**config.mk**
```make
export PLATFORM = sky130hd
export DESIGN_NAME = sram_ctrl
export DESIGN_NICKNAME = d
export VERILOG_FILES = /design/src/rtl/sram_pkg.sv /design/src/rtl/sram_ctrl.sv
export SDC_FILE = /design/constraint.sdc
export NUM_CORES = 1
export LEC_CHECK = 0
export BUFFER_PORTS_ARGS = -buffer_cell sky130_fd_sc_hd__buf_4
export CORE_ASPECT_RATIO = 0.7
export CORE_UTILIZATION = 45
export DETAILED_ROUTE_END_ITERATION = 12
export HOLD_SLACK_MARGIN = 0.1
export PLACE_DENSITY_LB_ADDON = 0.3
export REMOVE_ABC_BUFFERS = 1
export SYNTH_ARGS = -nofsm -noshare
export SYNTH_HDL_FRONTEND = slang
export SYNTH_SLANG_ARGS = --single-unit
export TNS_END_PERCENT = 1
```
**constraint.sdc**
```tcl
create_clock -name clk -period 1.83 [get_ports clk]
set_input_delay 0.366 -clock clk [delete_from_list [all_inputs] [get_ports clk]]
set_output_delay 0.366 -clock clk [all_outputs]
set_load 0.02 [all_outputs]
```
**src/rtl/sram_pkg.sv**
```systemverilog
// Shared definitions for sram_ctrl: FSM state encoding, default strobe width and byte lanes.
package sram_pkg;

   typedef enum logic [2:0] {
      StIdle,
      StSetup,
      StStrobe,
      StRecover,
      StDone
   } state_e;

   localparam int unsigned WAIT_CYCLES_DEF = 3;

   localparam logic LANE_LO = 1'b0;
   localparam logic LANE_HI = 1'b1;

   // Little-endian lane select: lane 0 is bits 7:0, lane 1 is bits 15:8.
   function automatic logic [7:0] lane_byte(input logic [15:0] word, input logic lane);
      return lane ? word[15:8] : word[7:0];
   endfunction

endpackage

```
**src/rtl/sram_ctrl.sv**
```systemverilog
// CPU-bus to asynchronous 8-bit SRAM controller; each 16-bit word is split into two byte cycles.
// Optional per-byte enables are compiled in with `define SRAM_BYTE_EN.
module sram_ctrl
   import sram_pkg::*;
#(
   parameter int unsigned WAIT_CYCLES = WAIT_CYCLES_DEF,
   parameter int unsigned ADDR_W      = 16
) (
   input  logic              clk,
   input  logic              rst,
   input  logic              cpu_req,
   input  logic              cpu_we,
   input  logic [ADDR_W-1:0] cpu_addr,
   input  logic [15:0]       cpu_wdata,
`ifdef SRAM_BYTE_EN
   input  logic [1:0]        cpu_be,
`endif
   output logic [15:0]       cpu_rdata,
   output logic              cpu_ack,
   output logic              busy,
   output logic [ADDR_W:0]   sram_a,
   output logic [7:0]        sram_dq_o,
   output logic              sram_dq_oe,
   input  logic [7:0]        sram_dq_i,
   output logic              sram_ce_n,
   output logic              sram_ce2,
   output logic              sram_we_n,
   output logic              sram_oe_n
);

   localparam logic [3:0] STROBE_LAST = 4'(WAIT_CYCLES - 1);

   state_e state_q, state_d;

   logic              we_q, we_d;
   logic [ADDR_W-1:0] addr_q, addr_d;
   logic [15:0]       wdata_q, wdata_d;
   logic              be_hi_q, be_hi_d;
   logic              lane_q, lane_d;
   logic [3:0]        cnt_q, cnt_d;
   logic [15:0]       rbuf_q, rbuf_d;
   logic [15:0]       rdata_q, rdata_d;
   logic              ack_q, ack_d;
   logic              busy_q;

   logic [ADDR_W:0]   a_q, a_d;
   logic [7:0]        dq_o_q, dq_o_d;
   logic              dq_oe_q, dq_oe_d;
   logic              ce_n_q, ce_n_d;
   logic              we_n_q, we_n_d;
   logic              oe_n_q, oe_n_d;

   logic [1:0]        req_be;
   logic              enter_setup;
   logic              go_done;

`ifdef SRAM_BYTE_EN
   assign req_be = cpu_be;
`else
   assign req_be = 2'b11;
`endif

   always_comb begin
      state_d     = state_q;
      we_d        = we_q;
      addr_d      = addr_q;
      wdata_d     = wdata_q;
      be_hi_d     = be_hi_q;
      lane_d      = lane_q;
      cnt_d       = cnt_q;
      rbuf_d      = rbuf_q;
      rdata_d     = rdata_q;
      ack_d       = 1'b0;
      a_d         = a_q;
      dq_o_d      = dq_o_q;
      dq_oe_d     = dq_oe_q;
      ce_n_d      = ce_n_q;
      we_n_d      = 1'b1;
      oe_n_d      = 1'b1;
      enter_setup = 1'b0;
      go_done     = 1'b0;

      unique case (state_q)
         StIdle: begin
            if (cpu_req) begin
               we_d    = cpu_we;
               addr_d  = cpu_addr;
               wdata_d = cpu_wdata;
               be_hi_d = req_be[LANE_HI];
               // Seed with the current read data so skipped lanes keep their old value.
               rbuf_d  = rdata_q;
               if (req_be == 2'b00) begin
                  go_done = 1'b1;
               end else begin
                  lane_d      = req_be[LANE_LO] ? LANE_LO : LANE_HI;
                  enter_setup = 1'b1;
               end
            end
         end
         StSetup: begin
            state_d = StStrobe;
            cnt_d   = STROBE_LAST;
            if (we_q) begin
               we_n_d = 1'b0;
            end else begin
               oe_n_d = 1'b0;
            end
         end
         StStrobe: begin
            if (cnt_q == 4'd0) begin
               state_d = StRecover;
               if (!we_q) begin
                  if (lane_q == LANE_HI) begin
                     rbuf_d[15:8] = sram_dq_i;
                  end else begin
                     rbuf_d[7:0] = sram_dq_i;
                  end
               end
            end else begin
               cnt_d  = cnt_q - 4'd1;
               we_n_d = we_n_q;
               oe_n_d = oe_n_q;
            end
         end
         StRecover: begin
            if (lane_q == LANE_LO && be_hi_q) begin
               lane_d      = LANE_HI;
               enter_setup = 1'b1;
            end else begin
               go_done = 1'b1;
            end
         end
         StDone: begin
            state_d = StIdle;
         end
         default: begin
            state_d = StIdle;
         end
      endcase

      // Output registers are loaded from the upcoming state so every pin is a flop output.
      if (enter_setup) begin
         state_d = StSetup;
         a_d     = {addr_d, lane_d};
         ce_n_d  = 1'b0;
         dq_oe_d = we_d;
         if (we_d) begin
            dq_o_d = lane_byte(wdata_d, lane_d);
         end
      end

      if (go_done) begin
         state_d = StDone;
         ce_n_d  = 1'b1;
         dq_oe_d = 1'b0;
         ack_d   = 1'b1;
         if (!we_d) begin
            rdata_d = rbuf_d;
         end
      end
   end

   always_ff @(posedge clk) begin
      if (rst) begin
         state_q <= StIdle;
         we_q    <= 1'b0;
         addr_q  <= '0;
         wdata_q <= '0;
         be_hi_q <= 1'b0;
         lane_q  <= LANE_LO;
         cnt_q   <= '0;
         rbuf_q  <= '0;
         rdata_q <= '0;
         ack_q   <= 1'b0;
         busy_q  <= 1'b0;
         a_q     <= '0;
         dq_o_q  <= '0;
         dq_oe_q <= 1'b0;
         ce_n_q  <= 1'b1;
         we_n_q  <= 1'b1;
         oe_n_q  <= 1'b1;
      end else begin
         state_q <= state_d;
         we_q    <= we_d;
         addr_q  <= addr_d;
         wdata_q <= wdata_d;
         be_hi_q <= be_hi_d;
         lane_q  <= lane_d;
         cnt_q   <= cnt_d;
         rbuf_q  <= rbuf_d;
         rdata_q <= rdata_d;
         ack_q   <= ack_d;
         busy_q  <= (state_d != StIdle);
         a_q     <= a_d;
         dq_o_q  <= dq_o_d;
         dq_oe_q <= dq_oe_d;
         ce_n_q  <= ce_n_d;
         we_n_q  <= we_n_d;
         oe_n_q  <= oe_n_d;
      end
   end

   assign cpu_rdata  = rdata_q;
   assign cpu_ack    = ack_q;
   assign busy       = busy_q;
   assign sram_a     = a_q;
   assign sram_dq_o  = dq_o_q;
   assign sram_dq_oe = dq_oe_q;
   assign sram_ce_n  = ce_n_q;
   assign sram_ce2   = 1'b1;
   assign sram_we_n  = we_n_q;
   assign sram_oe_n  = oe_n_q;

endmodule

```
Yosys cells after proc, flatten, opt, wreduce, memory -nomap -nowiden
Cells that the tools add are included.

word-level totals
  input port bits = 44
  register bits after elaboration = 105
  output and inout bits = 48

cells by class
  muxes and demuxes = 33
  bitwise gates (word level) = 2
  eq/ne operators = 5
  $add $sub $neg = 1
  reductions and logical operators = 11

operators by type and width
  operator                                              count
  two-way mux 16 bit                                    7
  case mux 16 bit (2 select lines)                      1
  two-way mux 8 bit                                     3
  two-way mux 1 bit                                     12
  two-way mux 3 bit                                     3
  case mux 3 bit (3 select lines)                       1
  case mux 1 bit (2 select lines)                       4
  case mux 4 bit (2 select lines)                       1
  AND reduction 2 bit                                   4
  equality test 3 x 2 -> 1 bit (second input constant)  2
  logical NOT 4 bit                                     1
  two-way mux 4 bit                                     1
  != test 2 bit (second input constant)                 2
  OR reduction 2 bit                                    2
  subtractor 4 x 1 -> 4 bit (second input constant)     1
  equality test 3 x 1 -> 1 bit (second input constant)  1
  logical NOT 3 bit                                     1
  nonzero test 3 bit                                    1
  inverter 1 bit                                        2
  nonzero test 2 bit                                    1
  logical AND 1 bit                                     1

Depth between registers and ports, before layout
  depth in word-level cells = 7
  depth in mapped cells = 7
  depth with buffers taken out = 6

Worst setup path after synthesis
Ideal clock, no wire load.

  path kind = register -> register
  start point = register state_q[0]
  end point = register rdata_q[10] (netlist: cpu_rdata[10])
  setup time = 0.086 ns
  stages on the path, launching flop included = 7
  arrival time = 1.663 ns
  setup slack = 0.081 ns
  cells stage by stage = dfxtp_1 -> nor4b_4 -> mux2i_1 -> buf_2 -> buf_2 -> a21oi_1 -> a211oi_1

on the way
  word-level cells in the longest chain between the ends = 4
  elaborated cells between the ends (all ways) = 8

ends and longest elaborated chain
  item                           RTL line          RTL
  start, declared                sram_ctrl.sv:33   state_e state_q, state_d;
  start signal, assigned         sram_ctrl.sv:165  state_q <= StIdle;
  start signal, assigned         sram_ctrl.sv:183  state_q <= state_d;
  logical NOT 3 bit              sram_ctrl.sv:83   unique case (state_q)
  two-way mux 1 bit              sram_ctrl.sv:83
  inverter 1 bit (no line)       n/a
  AND reduction 2 bit (no line)  n/a
  end signal, assigned           sram_ctrl.sv:191  rdata_q <= rdata_d;
  end, declared                  sram_ctrl.sv:42   logic [15:0] rdata_q, rdata_d;

Parallel ways exist; a longest one is shown, timed or not.
A chain may end at the register's enable or synchronous reset.

Worst setup path in the final report
  start point = register state_q[1]
  end point = register rdata_q[6] (netlist: cpu_rdata[6])

Same word-level chain as after synthesis.

==> out/metrics.csv <==
stage;metric;value;unit
flow_run;maxCapViolCount;0;
clock_tree;cts_made_buffers;9;
global_route;grt_pass1_vias;3592;
sta;fin_skew;10.4;ps
yosys;seq_area_frac_synth;49.7;%
setup_path;r2r-end;cpu_rdata[6];
cells_and_area;fin_util;62.0;%
clock_tree;clockBufferDepth;2;
setup_path;crit_start;state_q[1];
yosys;synth_top_area_cell;dfxtp_1;
cells_and_area;num_antenna_cells;0;
setup_path;critical_path.max_stage_delay;400;ps
yosys;synth_area_leaders;dfxtp_1, a21oi_1, nand2_1;
die;io_pins;92;
cells_and_area;nets;601;
detailed_routing;vias_per_cell;5.28;
setup_path;r2r_cells;7;
pwr;ir_drop;946;uV
setup_path;crit_required;2060;ps
setup_path;cp_cell_sequence;buf_6 -> nor4b_4 -> buf_4 -> mux2i_4 -> and2_4 -> clkbuf_16 -> a211oi_2;
die;die_h;83.1;um
placed_design;portBuffers;90;
worst_hold_path;min_to;wdata_q[14];
cells_and_area;area.growth.synth_to_final;33.2;%
detailed_routing;drt_iter0_drc;214;
yosys;yosysTopAreaCellShare;49.7;%
sta;clock.fmax;528;MHz
sta;post-route-min-period;1890;ps
sta;fin_ws;-64.6;ps
placed_design;placed_cell_area;5160;sq um
yosys;ys_types;52;
sta;relSlewSlack;55.3;%
worst_hold_path;hp-start;cpu_wdata[14];
sta;finalSetupViolCount;24;
die;die_w;118;um
die;die-area;9790;sq um
pwr;power-per-cell-area;1280;nW/um^2
detailed_routing;vias;3608;
yosys;syn_avg_cell_area;9.27;sq um
yosys;syn_inst;456;
clock_tree;cts_root_buf;clkbuf_16;
yosys;yosys_warnings;0;
detailed_routing;antenna_left;0;
outcome;violations;setup timing;
global_route;grt_overflow;0;
cells_and_area;drive_above_1_share;30.9;%
worst_hold_path;hold_path_class;primary input to flop;
global_route;grt_max_degree;41;
die;core_area;9070;sq um
sta;rsz0062_at_grt;yes;
setup_path;path_class;flop to flop;
sta;min_period_over_period;104;%
global_route;track_usage;22.2;%
clock_tree;cts_sinks;105;
setup_path;slowest_stage;mux2i_4;
outcome;status;finished, violations left;
die;rows;29;
global_route;antenna_found_initial;0;
setup_path;cp_max_fo;8;
detailed_routing;wire_per_inst;15.4;um
placed_design;gp_congestion;0.798;
cells_and_area;design_area;5630;sq um
detailed_routing;first_pass_iters;4;
yosys;netlist_area;4230;sq um
clock_tree;path_clk_slew;70;ps
detailed_routing;drc;0;
die;initial_core_util;46.6;%
sta;hold_violations;0;
clock_tree;cts_tree;built;
sta;slew_viol_final;0;
cells_and_area;final_common_cell;buf_4;
cells_and_area;nFillCells;781;
worst_hold_path;min_path_cells;3;
clock_tree;ctsHtreeMaxLevel;3;
clock_tree;clock_latency;350;ps
pwr;power;7190;uW
sta;worstMarginPinSlew;670;ps
cells_and_area;layout.cells.most_common_list;buf_4, dfxtp_1, nand2_1;
placed_design;dp_hpwl;6.88;mm
setup_path;critPathLaunchType;flop;
setup_path;reg2reg_from;state_q[1];
yosys;synth_seq_cells;105;
global_route;grt_pass1_wl;17.4;mm
setup_path;end_kind;flop;
detailed_routing;wl;10.5;mm
setup_path;r2r_slack;-60;ps
setup_path;cp.arrival;2130;ps
pwr;cellLeakagePower;0.00242;uW
-- worst max-delay path by stage --
stage / to / slack (ps) / depth (start not counted)
after floorplan: cpu_rdata[10] / -2290 / 4
after global placement: cpu_rdata[11] / -50 / 6
after detailed placement: cpu_rdata[8] / -90 / 7
after CTS: sram_dq_o[6] / -2 / 7
after global routing: cpu_rdata[9] / -140 / 7
final: cpu_rdata[6] / -60 / 7
-- metrics by stage --
stage | hold WS (ps) | TNS [ps] | instances | setup WS, ps
after floorplan | 430 | -104380 | 420 | -2290
after detailed placement | 449 | -1390 | 661 | -85.6
after global routing | 260 | -3450 | 683 | -142
after global placement | 443 | -324 | 661 | -50.8
after CTS | 255 | -1.73 | 679 | -1.73
final | 263 | -921 | 683 | -64.6
-- critical path, delay by kind of cell, from the launching register on --
family,cells,cell delay [ps]
AO/OA/AOI/OAI,1,60
buffers and inverters,3,480
flip-flops,1,330
multiplexers,1,400
AND/OR/NAND/NOR,2,510
-- repair_timing --
| item | CTS | global route |
|---|---|---|
| setup endpoints to repair | 32 | 47 |
| buffers inserted | 2 | 1 |
| gates cloned | 1 | 3 |
| gates resized for setup | 14 | 15 |
| hold endpoints to repair | 0 | 0 |
| pin swaps | 2 | 6 |
| hold buffers | 0 | 0 |
-- kinds of logic after synthesis --
logic type / Yosys count / synth area share, %
other cells: 1 / 0.0888
compound gates: 122 / 20.8
buf+inv: 47 / 4.94
fa+ha+maj: 2 / 0.592
flops: 105 / 49.7
xor+xnor: 1 / 0.207
simple gates: 157 / 18.6
mux: 21 / 5.00
-- area by class of cell --
type / count / area [sq um] / share of cell area (%)
Clock inverter: 4 / 28.8 / 0.511
Clock buffer: 11 / 243 / 4.31
Inverter: 11 / 41.3 / 0.734
Tap cell: 124 / 155 / 2.76
Timing Repair Buffer: 124 / 1040 / 18.6
Sequential cell: 105 / 2100 / 37.4
Multi-Input combinational cell: 304 / 2010 / 35.7
-- sequential cells by signal, summed over array words and instances, names as in the netlist, 3 cells and up --
signal / count
sram_a: 17
cpu_rdata: 16
cnt_q: 4
wdata_q: 16
state_q: 3
addr_q: 16
rbuf_q: 16
sram_dq_o: 8
-- where the power goes --
group	switching, uW	internal [uW]
combinational	1380	1150
clock	842	955
sequential	207	2660
total	2430	4770
-- Yosys cell counts (all sizes together) --
library cell	count
a211o	1
nand4b	1
nor3	3
buf	16
dfxtp	105
o2bb2ai	1
or4b	1
clkbuf	20
or4	1
a32o	8
nand3b	2
o32ai	1
a41oi	1
o22a	16
and2	17
o211ai	1
or3	1
conb	1
a21o	2
o21ai	1
a211oi	16
a221oi	8
o21ba	1
nor3b	2
and3b	1
mux2	1
or2	1
nand2	76
a2111oi	1
a21oi	63
nor4b	2
nand3	1
xnor2	1
a31oi	1
nor2	26
and3	1
inv	11
or3b	2
nand2b	15
mux2i	20
nor2b	4
ha	2
-- layer usage --
| metal | share of wire [%] | vias to the layer above | track usage [%] |
|---|---|---|---|
| li1 | - | 1768 | - |
| met1 | 49 | 1744 | 30.1 |
| met2 | 45 | 85 | 34.4 |
| met3 | 5.2 | 11 | 6.46 |
| met4 | 0.86 | 0 | 6.06 |
| met5 | 0 | - | 0 |
Power figures use the tool's default switching activity.
